<file path="src/rtl/i2c_pkg.sv">
`default_nettype none
// ============================================================================
// Module      : i2c_pkg
// Description : Shared definitions for the I2C bit engine.
//               - slot-select encodings driven by the master control FSM
//               - engine state enumeration
//               - default SCL quarter-period divider
// Revision    : 1.0 - initial release
// ============================================================================
package i2c_pkg;

    // Slot select encodings on 'sel'
    localparam logic [1:0] SEL_START = 2'b00;
    localparam logic [1:0] SEL_ADDR  = 2'b01;
    localparam logic [1:0] SEL_DATA  = 2'b10;
    localparam logic [1:0] SEL_IDLE  = 2'b11;

    // Default number of system clocks per SCL quarter period
    localparam int QDIV_DEFAULT = 4;

    // Bit-engine states
    typedef enum logic [2:0] {
        ST_IDLE  = 3'd0,
        ST_START = 3'd1,
        ST_SHIFT = 3'd2,
        ST_ACK   = 3'd3,
        ST_STOP  = 3'd4
    } state_t;

endpackage
`default_nettype wire

</file>
<file path="src/rtl/i2c_bit_engine_if.sv">
`default_nettype none
// ============================================================================
// Module      : i2c_bit_engine_if
// Description : Bundle between the master control FSM, the bit engine and the
//               open-drain pad logic.
//   Control (master -> engine): en, sel[1:0], newcount, addr[6:0], rw,
//                               data[7:0], stop
//   Pad     (pad -> engine)   : iSDA
//   Status  (engine -> others): scl, oSDA, sda_oe, bit8, ack, ack_valid, busy
// Modports    : master (control FSM), slave (bit engine), pad (pad logic)
// Revision    : 1.0 - initial release
// ============================================================================
interface i2c_bit_engine_if;
    logic       en;
    logic [1:0] sel;
    logic       newcount;
    logic [6:0] addr;
    logic       rw;
    logic [7:0] data;
    logic       stop;
    logic       iSDA;
    logic       scl;
    logic       oSDA;
    logic       sda_oe;
    logic       bit8;
    logic       ack;
    logic       ack_valid;
    logic       busy;

    modport master (
        output en, sel, newcount, addr, rw, data, stop,
        input  scl, oSDA, sda_oe, bit8, ack, ack_valid, busy
    );

    modport slave (
        input  en, sel, newcount, addr, rw, data, stop, iSDA,
        output scl, oSDA, sda_oe, bit8, ack, ack_valid, busy
    );

    modport pad (
        output iSDA,
        input  scl, oSDA, sda_oe
    );
endinterface
`default_nettype wire

</file>
<file path="src/rtl/i2c_qtick_gen.sv">
`default_nettype none
// ============================================================================
// Module      : i2c_qtick_gen
// Description : SCL quarter-period divider and phase counter.
//   clk, rst  : system clock, asynchronous active-high reset
//   i_run     : count while high; both counters are held at 0 while low
//   o_qtick   : one-clock pulse on the last clock of each quarter
//   o_ph[1:0] : current quarter (0,1 = SCL low, 2,3 = SCL high)
// Revision    : 1.0 - initial release
// ============================================================================
module i2c_qtick_gen #(
    parameter int QDIV = 4
) (
    input  logic       clk,
    input  logic       rst,
    input  logic       i_run,
    output logic       o_qtick,
    output logic [1:0] o_ph
);

    localparam int           c_QW    = $clog2(QDIV);
    localparam logic [c_QW-1:0] c_QLAST = c_QW'(QDIV - 1);

    logic [c_QW-1:0] r_qcnt;
    logic [1:0]      r_ph;

    assign o_qtick = i_run && (r_qcnt == c_QLAST);
    assign o_ph    = r_ph;

    // Idle clears both counters so every slot starts at quarter 0, clock 0.
    always_ff @(posedge clk or posedge rst) begin
        if (rst) begin
            r_qcnt <= '0;
            r_ph   <= 2'd0;
        end else if (!i_run) begin
            r_qcnt <= '0;
            r_ph   <= 2'd0;
        end else if (o_qtick) begin
            r_qcnt <= '0;
            r_ph   <= r_ph + 2'd1;
        end else begin
            r_qcnt <= r_qcnt + c_QW'(1);
        end
    end

endmodule
`default_nettype wire

</file>
<file path="src/rtl/i2c_bit_engine.sv">
`default_nettype none
// ============================================================================
// Module      : i2c_bit_engine
// Description : Bit-level I2C serializer. Generates SCL, drives/releases SDA
//               for START, address/data bytes, ACK and STOP slots and samples
//               the slave ACK.
//   clk, rst  : system clock, asynchronous active-high reset
//   bus       : i2c_bit_engine_if.slave (control in, SCL/SDA/status out)
//   QDIV      : system clocks per SCL quarter period (>= 2)
// Revision    : 1.0 - initial release
// ============================================================================
module i2c_bit_engine
    import i2c_pkg::*;
#(
    parameter int QDIV = QDIV_DEFAULT
) (
    input  logic            clk,
    input  logic            rst,
    i2c_bit_engine_if.slave bus
);

    state_t     r_state;
    logic       r_scl;
    logic       r_sda;
    logic       r_oe;
    logic       r_bit8;
    logic       r_ack;
    logic       r_ack_valid;
    logic [6:0] r_shreg;    // bits still to send after the one on r_sda
    logic [2:0] r_bitcnt;

    logic       w_run;
    logic       w_qtick;
    logic [1:0] w_ph;
    logic [7:0] w_load;

    assign w_run  = (r_state != ST_IDLE);
    assign w_load = (bus.sel == SEL_ADDR) ? {bus.addr, bus.rw} : bus.data;

    i2c_qtick_gen #(
        .QDIV (QDIV)
    ) u_qtick (
        .clk     (clk),
        .rst     (rst),
        .i_run   (w_run),
        .o_qtick (w_qtick),
        .o_ph    (w_ph)
    );

    always_ff @(posedge clk or posedge rst) begin
        if (rst) begin
            r_state     <= ST_IDLE;
            r_scl       <= 1'b1;
            r_sda       <= 1'b1;
            r_oe        <= 1'b0;
            r_bit8      <= 1'b0;
            r_ack       <= 1'b0;
            r_ack_valid <= 1'b0;
            r_shreg     <= 7'd0;
            r_bitcnt    <= 3'd0;
        end else begin
            r_bit8      <= 1'b0;
            r_ack_valid <= 1'b0;
            if (!bus.en) begin
                // Disabled: park the bus released, whatever was in flight.
                r_state <= ST_IDLE;
                r_scl   <= 1'b1;
                r_sda   <= 1'b1;
                r_oe    <= 1'b0;
            end else begin
                case (r_state)
                    ST_IDLE: begin
                        // stop outranks any same-cycle newcount
                        if (bus.stop) begin
                            r_state <= ST_STOP;
                            r_scl   <= 1'b0;
                            r_sda   <= 1'b0;
                            r_oe    <= 1'b1;
                        end else if (bus.sel == SEL_START) begin
                            r_state <= ST_START;
                            r_scl   <= 1'b1;
                            r_sda   <= 1'b1;
                            r_oe    <= 1'b1;
                        end else if (bus.newcount &&
                                     (bus.sel == SEL_ADDR || bus.sel == SEL_DATA)) begin
                            r_state  <= ST_SHIFT;
                            r_shreg  <= w_load[6:0];
                            r_bitcnt <= 3'd0;
                            r_scl    <= 1'b0;
                            r_sda    <= w_load[7];
                            r_oe     <= 1'b1;
                        end
                    end

                    ST_START: begin
                        if (w_qtick) begin
                            if (w_ph == 2'd1) r_sda <= 1'b0;
                            // Leave with SCL high and SDA held low.
                            if (w_ph == 2'd3) r_state <= ST_IDLE;
                        end
                    end

                    ST_SHIFT: begin
                        if (w_qtick) begin
                            if (w_ph == 2'd1) r_scl <= 1'b1;
                            if (w_ph == 2'd3) begin
                                r_scl <= 1'b0;
                                if (r_bitcnt == 3'd7) begin
                                    r_bit8  <= 1'b1;
                                    r_state <= ST_ACK;
                                    r_sda   <= 1'b1;
                                    r_oe    <= 1'b0;
                                end else begin
                                    r_sda    <= r_shreg[6];
                                    r_shreg  <= {r_shreg[5:0], 1'b0};
                                    r_bitcnt <= r_bitcnt + 3'd1;
                                end
                            end
                        end
                    end

                    ST_ACK: begin
                        if (w_qtick) begin
                            if (w_ph == 2'd1) r_scl <= 1'b1;
                            if (w_ph == 2'd2) begin
                                r_ack       <= ~bus.iSDA;
                                r_ack_valid <= 1'b1;
                            end
                            if (w_ph == 2'd3) begin
                                r_scl   <= 1'b0;
                                r_state <= ST_IDLE;
                            end
                        end
                    end

                    ST_STOP: begin
                        if (w_qtick) begin
                            if (w_ph == 2'd0) r_scl <= 1'b1;
                            if (w_ph == 2'd1) r_sda <= 1'b1;
                            if (w_ph == 2'd3) begin
                                r_oe    <= 1'b0;
                                r_state <= ST_IDLE;
                            end
                        end
                    end

                    default: r_state <= ST_IDLE;
                endcase
            end
        end
    end

    assign bus.scl       = r_scl;
    assign bus.oSDA      = r_sda;
    assign bus.sda_oe    = r_oe;
    assign bus.bit8      = r_bit8;
    assign bus.ack       = r_ack;
    assign bus.ack_valid = r_ack_valid;
    assign bus.busy      = (r_state != ST_IDLE);

endmodule
`default_nettype wire

</file>
<file path="src/flat_wrapper.sv">
// flat-port wrapper written by rule: the top's interface ports become plain ports
module i2c_bit_engine_flat import i2c_pkg::*;
#(
    parameter int QDIV = QDIV_DEFAULT
)
  (clk, rst, bus_en, bus_sel, bus_newcount, bus_addr, bus_rw, bus_data, bus_stop, bus_iSDA, bus_scl, bus_oSDA, bus_sda_oe, bus_bit8, bus_ack, bus_ack_valid, bus_busy);
  i2c_bit_engine_if bus_i ();
  input  logic clk;
  input  logic rst;
  input wire logic [$bits(bus_i.en)-1:0] bus_en;
  input wire logic [$bits(bus_i.sel)-1:0] bus_sel;
  input wire logic [$bits(bus_i.newcount)-1:0] bus_newcount;
  input wire logic [$bits(bus_i.addr)-1:0] bus_addr;
  input wire logic [$bits(bus_i.rw)-1:0] bus_rw;
  input wire logic [$bits(bus_i.data)-1:0] bus_data;
  input wire logic [$bits(bus_i.stop)-1:0] bus_stop;
  input wire logic [$bits(bus_i.iSDA)-1:0] bus_iSDA;
  output wire logic [$bits(bus_i.scl)-1:0] bus_scl;
  output wire logic [$bits(bus_i.oSDA)-1:0] bus_oSDA;
  output wire logic [$bits(bus_i.sda_oe)-1:0] bus_sda_oe;
  output wire logic [$bits(bus_i.bit8)-1:0] bus_bit8;
  output wire logic [$bits(bus_i.ack)-1:0] bus_ack;
  output wire logic [$bits(bus_i.ack_valid)-1:0] bus_ack_valid;
  output wire logic [$bits(bus_i.busy)-1:0] bus_busy;
  assign bus_i.en = bus_en;
  assign bus_i.sel = bus_sel;
  assign bus_i.newcount = bus_newcount;
  assign bus_i.addr = bus_addr;
  assign bus_i.rw = bus_rw;
  assign bus_i.data = bus_data;
  assign bus_i.stop = bus_stop;
  assign bus_i.iSDA = bus_iSDA;
  assign bus_scl = bus_i.scl;
  assign bus_oSDA = bus_i.oSDA;
  assign bus_sda_oe = bus_i.sda_oe;
  assign bus_bit8 = bus_i.bit8;
  assign bus_ack = bus_i.ack;
  assign bus_ack_valid = bus_i.ack_valid;
  assign bus_busy = bus_i.busy;
  i2c_bit_engine #(.QDIV(QDIV)) u_core (.clk(clk), .rst(rst), .bus(bus_i));
endmodule
</file>
<file path="config.mk">
export PLATFORM = sky130hd
export DESIGN_NAME = i2c_bit_engine_flat
export DESIGN_NICKNAME = d
export VERILOG_FILES = /design/src/rtl/i2c_pkg.sv /design/src/rtl/i2c_bit_engine_if.sv /design/src/rtl/i2c_qtick_gen.sv /design/src/rtl/i2c_bit_engine.sv /design/src/flat_wrapper.sv
export SDC_FILE = /design/constraint.sdc
export NUM_CORES = 1
export LEC_CHECK = 0
export ABC_AREA = 1
export BUFFER_PORTS_ARGS = -buffer_cell sky130_fd_sc_hd__buf_2
export CAP_MARGIN = 20
export CELL_PAD_IN_SITES_DETAIL_PLACEMENT = 0
export CELL_PAD_IN_SITES_GLOBAL_PLACEMENT = 1
export CORE_MARGIN = 2
export CORE_UTILIZATION = 30
export DETAILED_ROUTE_END_ITERATION = 10
export HOLD_SLACK_MARGIN = 0.05
export PLACE_DENSITY = 0.63
export SLEW_MARGIN = 20
export SYNTH_ARGS = -nofsm -noshare
export SYNTH_HDL_FRONTEND = slang
export SYNTH_SLANG_ARGS = --single-unit
</file>
<file path="constraint.sdc">
create_clock -name clk -period 2.8 [get_ports clk]
set_input_delay 0.56 -clock clk [delete_from_list [all_inputs] [get_ports clk]]
set_output_delay 0.56 -clock clk [all_outputs]
set_load 0.02 [all_outputs]
</file>
* Word level (Yosys, flattened, before mapping)
Cells that the tools add are included.
Storage, ports and cells: bits in registers 23, bits in latches 0, bits in writable memories 0, memory bits (read-only) 0, input port bits 24, output and inout bits 7, logic and storage cells 135, memories 0
Operators by class: add/sub/neg operators 3, $mul 0, div/mod/pow operators 0, magnitude comparators 0, equality and inequality tests 35, shift operators 0, muxes and demuxes 69, bitwise operators 1, reductions and logical operators 16
Operators by type and width (number):
- 3-bit 2-to-1 mux | 15
- 7-bit 2-to-1 mux | 6
- 1-bit 2-to-1 mux | 37
- 3-bit by 2-bit != test with 1-bit output (second input constant) | 9
- 8-bit AND reduction | 2
- 7-bit one-hot mux with 2 select lines | 1
- 6-bit AND reduction | 2
- 3-bit != test (second input constant) | 3
- 3-bit one-hot mux with 3 select lines | 1
- 2-bit equality test (second input constant) | 4
- 2-bit 2-to-1 mux | 4
- 8-bit 2-to-1 mux | 1
- 2-bit != test (second input constant) | 4
- 4-bit by 2-bit != test with 1-bit output (second input constant) | 2
- 7-bit AND reduction | 1
- 3-bit by 2-bit equality test with 1-bit output (second input constant) | 2
- 3-bit equality test (second input constant) | 2
- 2-bit by 1-bit != test with 1-bit output (second input constant) | 3
- 1-bit one-hot mux with 3 select lines | 2
- 3-bit one-hot mux with 2 select lines | 1
- 5-bit by 1-bit != test with 1-bit output (second input constant) | 1
- 5-bit by 3-bit != test with 1-bit output (second input constant) | 1
- 2-bit by 1-bit adder with 2-bit output (second input constant) | 2
- 2-bit by 1-bit equality test with 1-bit output (second input constant) | 2
- 14 further kinds | 16

* Logic depth before layout (Yosys ltp)
depth after elaboration 8, depth in mapped cells 10, depth with buffers taken out 9

* By module
A second synthesis with hierarchy kept.
Unflattened totals: cell total of the unflattened synthesis 229, area total of the unflattened synthesis 1624.1 sq um
By module, submodules not included:
- i2c_bit_engine | times used 1, cells an instance 208, area an instance 1440.1 sq um, seq. area each 478.0 sq um
- i2c_qtick_gen | times used 1, cells an instance 21, area an instance 183.9 sq um, seq. area each 100.1 sq um

* Worst setup path after synthesis
OpenSTA, ideal clock, no wires.
kind input to register, from input bus_sel[1], to register u_core.r_shreg[4], setup time 123 ps, data arrival time 1449 ps, required time 2677 ps, slack 1228 ps, stages 8, path buffers 1, cells stage by stage inv_1 -> ha_1 -> nand2_1 -> o21ai_1 -> nand4_2 -> buf_6 -> nand2_1 -> o21ai_2
Between the ends: cells in the longest elaborated chain, start to end 6, elaborated cells between the ends (all ways) 13, classes of those cells eq/ne: 4; mux: 5; reduce/logical: 4
Ends and longest elaborated chain:
- from (decl) | line flat_wrapper.sv:11 | input wire logic [$bits(bus_i.sel)-1:0] bus_sel;
- 2-bit by 1-bit equality test with 1-bit output | line i2c_bit_engine.sv:38, i2c_bit_engine.sv:85
- 8-bit 2-to-1 mux | line i2c_bit_engine.sv:38 | assign w_load = (bus.sel == SEL_ADDR) ? {bus.addr, bus.rw} : bus.data;
- 7-bit 2-to-1 mux | line i2c_bit_engine.sv:84 | end else if (bus.newcount &&
- 7-bit 2-to-1 mux | line i2c_bit_engine.sv:79 | end else if (bus.sel == SEL_START) begin
- 7-bit 2-to-1 mux | line i2c_bit_engine.sv:74 | if (bus.stop) begin
- 7-bit one-hot mux with 2 select lines | line i2c_bit_engine.sv:71 | case (r_state)
- to (signal assigned) | line i2c_bit_engine.sv:87 | r_shreg <= w_load[6:0];
- to (signal assigned) | line i2c_bit_engine.sv:115 | r_shreg <= {r_shreg[5:0], 1'b0};
- to (decl) | line i2c_bit_engine.sv:29 | logic [6:0] r_shreg;
Parallel ways exist; a longest one is shown, timed or not. The select of a mux whose other input is x is not followed. A chain may end at the register's enable or synchronous reset.

* Worst setup path in the final report
from register u_core.r_state[0], to register u_core.r_shreg[4]
Between the ends: cells in the longest elaborated chain, start to end 4, elaborated cells between the ends (all ways) 13, classes of those cells eq/ne: 7; mux: 1; reduce/logical: 5
Ends and longest elaborated chain:
- from (decl) | line i2c_bit_engine.sv:22 | state_t r_state;
- from (signal assigned) | line i2c_bit_engine.sv:52 | r_state <= ST_IDLE;
- from (signal assigned) | line i2c_bit_engine.sv:66 | r_state <= ST_IDLE;
- from (signal assigned) | line i2c_bit_engine.sv:75 | r_state <= ST_STOP;
- 3-bit nonzero test | line i2c_bit_engine.sv:37 | assign w_run = (r_state != ST_IDLE);
- 1-bit logical AND | line i2c_qtick_gen.sv:27 | assign o_qtick = i_run && (r_qcnt == c_QLAST);
- 2-bit != test (no source line)
- 8-bit AND reduction (no source line)
Parallel ways exist; a longest one is shown, timed or not.

==> impl_metrics.ini <==
[grt]
antenna_found_initial = 0
grt_usage = 0.1474
grt_overflow_total = 0
grt_pass1_vias = 1449
grt_start_max_net_pins = 24
grt_pass1_wl_mm = 6.499

[route]
drt-total-wl_mm = 3.693
drtAntennaViolNets = 0
wl_per_cell_um = 11.61
remaining_drc_errors = 0
drtPass1Iterations = 4
routed-via-count = 1450
drtIter0Drc = 94
routed_via_density = 4.560

[sta]
relSlewSlack = 0.3908
setup-tns-final_ns = 0
finalHoldViolCount = 0
max_freq_mhz = 523.6
fin_skew_ns = 0.007851
rsz0062_at_grt = false
worst_slew_pin_slew_ns = 0.9128
layout_worst_path_cycle_share = 0.6821
setup_viol = 0
post-route-min-period_ns = 1.910
slew_violations = 0
whs_ns = 0.4361

[power_and_ir_drop]
p_clk_frac = 0.140
p_sw_frac = 0.4733
powerDensity_nw_per_um2 = 869.0
power.net_switching_mw = 0.7415
internal_power_mw = 0.8252
power_frac_seq = 0.332
combPwrFrac = 0.528
leakage_nw = 0.9962
peakVddDrop_mv = 0.3151

[clocking]
cts_tree = yes
postCtsResizedCells = 0
clkSinkCount = 23
cts_hold_buf = 0
ctsRootBufferMaster = clkbuf_8
worstSkewPairLatency_ns = 0.27
numCtsBuffers = 3
cts_setup_buffers = 0
path_clk_slew_ns = 0.09
htreeDepth = 1
cts_buffer_depth = 2

[floorplan]
die_h_um = 75.77
coreArea_sq_um = 5042
die-area_sq_um = 5741
die_w_um = 75.77
io-pin-count = 31
start_util = 0.3065
rows = 26

[yosys]
ys_ff_latch = 23
synth_area_sq_um = 1545
synth-seq-area-share = 0.3741
synth.distinct_cells = 27
syn_inst = 218
syn_area_per_cell_sq_um = 7.088
synth_warnings = 0
syn-num-nets = 251

[worst_setup_path]
cp.required_ns = 2.95
cp-end-kind = flop
startpoint_type = flop
cp_max_fo = 20
ff2ff_setup_slack_ns = 0.89
arrival_ns = 2.06
worst-setup-path-type = reg2reg

[place]
dpl.hpwl_mm = 2.853
io_buffers = 30
gp_congestion = 0.8053

[flow_run]
drv_cap = 0

[finish]
final_nets = 282
diodes = 0
layout_common_cells = nand2_1 (69), buf_2 (30), nor2_1 (21), dfrtp_1 (21), inv_1 (20)
syn2layout_area_growth_pct = 16.68
final_common_cell = nand2_1
final_util = 0.3576
layout-drive-gt1-share = 0.2177

[hold_path]
hold_path.class = reg2reg

[status]
status = finished clean
[stage by stage]
step	setup slack [ns]	cells	total power [mW]	cell area [sq um]
after floorplan	1.228	218	1.177	1545
after global placement	0.7357	314	1.374	1754
after detailed placement	0.7425	314	1.364	1754
after CTS	0.8368	318	1.595	1803
after global routing	0.5882	318	1.748	1803
final	0.8902	318	1.567	1803
[synthesized netlist by cell type]
| cell | number | area [sq um] |
|---|---|---|
| a211oi_1 | 1 | 7.510 |
| a21oi_1 | 3 | 15.01 |
| buf_2 | 2 | 10.01 |
| buf_6 | 2 | 22.52 |
| clkbuf_1 | 1 | 3.750 |
| dfrtp_1 | 21 | 525.5 |
| dfstp_2 | 2 | 52.55 |
| ha_1 | 9 | 112.6 |
| inv_1 | 20 | 75.07 |
| inv_2 | 5 | 18.77 |
| nand2_1 | 69 | 259.0 |
| nand2_2 | 1 | 6.260 |
| nand2_4 | 1 | 11.26 |
| nand3_1 | 18 | 90.09 |
| nand3_2 | 1 | 10.01 |
| nand3b_1 | 1 | 7.510 |
| nand4_1 | 4 | 25.02 |
| nand4_2 | 1 | 12.51 |
| nor2_1 | 21 | 78.83 |
| nor2_2 | 2 | 12.51 |
| nor4_1 | 1 | 6.260 |
| o211ai_1 | 1 | 7.510 |
| o21ai_0 | 13 | 65.06 |
| o21ai_1 | 11 | 55.05 |
| o21ai_2 | 4 | 35.03 |
| o31ai_1 | 1 | 7.510 |
| or2_2 | 2 | 12.51 |
[state kept, by name, summed over array words and instances (netlist names), 2 cells and up]
signal	flops
u_core.r_bitcnt	3
u_core.r_shreg	7
u_core.r_state	3
u_core.u_qtick.o_ph	2
u_core.u_qtick.r_qcnt	2
[final cells by class]
cell class / instances / area (sq um)
Tap cell: 70 / 87.58
Sequential cell: 23 / 578.1
Fill cell: 570 / 3239
Multi-Input combinational cell: 165 / 837.1
Clock buffer: 3 / 41.29
Timing Repair Buffer: 31 / 157.7
Clock inverter: 1 / 7.507
Inverter: 25 / 93.84
[logic make-up after synthesis]
group / synth area share
compound gates: 0.1247
fa+ha+maj: 0.07288
buf+inv: 0.08421
flops: 0.3741
simple gates: 0.3441
[power by group through the flow]
stage	combinational [mW]	clock [mW]	sequential [mW]
floorplan	0.636	0	0.541
global placement	0.847	0	0.527
detailed placement	0.839	0	0.525
CTS	0.843	0.233	0.519
global route	0.972	0.241	0.534
finish	0.828	0.220	0.519
[layer usage]
layer  routed length [um]  track usage
met1                 1722       0.1902
met2                 1789       0.2538
met3                  144      0.02910
met4                   37      0.03314
met5                    0            0
[final timing paths]
check,startpoint,to,cells after the start
worst max-delay path,u_core.r_state[0]$_DFFE_PP0P_,u_core.r_shreg[4]$_DFFE_PP0P_,6
worst min-delay path,u_core.u_qtick.r_qcnt[0]$_DFF_PP0_,u_core.u_qtick.r_qcnt[0]$_DFF_PP0_,1
worst max register to register,u_core.r_state[0]$_DFFE_PP0P_,u_core.r_shreg[4]$_DFFE_PP0P_,6
worst min register to register,u_core.u_qtick.r_qcnt[0]$_DFF_PP0_,u_core.u_qtick.r_qcnt[0]$_DFF_PP0_,1
max in group asynchronous,rst,u_core.bus.oSDA$_DFFE_PP1P_,3
min in group asynchronous,rst,u_core.u_qtick.o_ph[0]$_DFFE_PP0P_,2
[worst max-delay path: stages (launching register included)]
cell and delay, ns:
dfrtp_1 0.45, inv_2 0.13, nand3_2 0.29, o21ai_2 0.23, nand4_2 0.41, nand2_1 0.21, o21ai_2 0.06
Note: power is estimated with default switching activity, not from simulation.
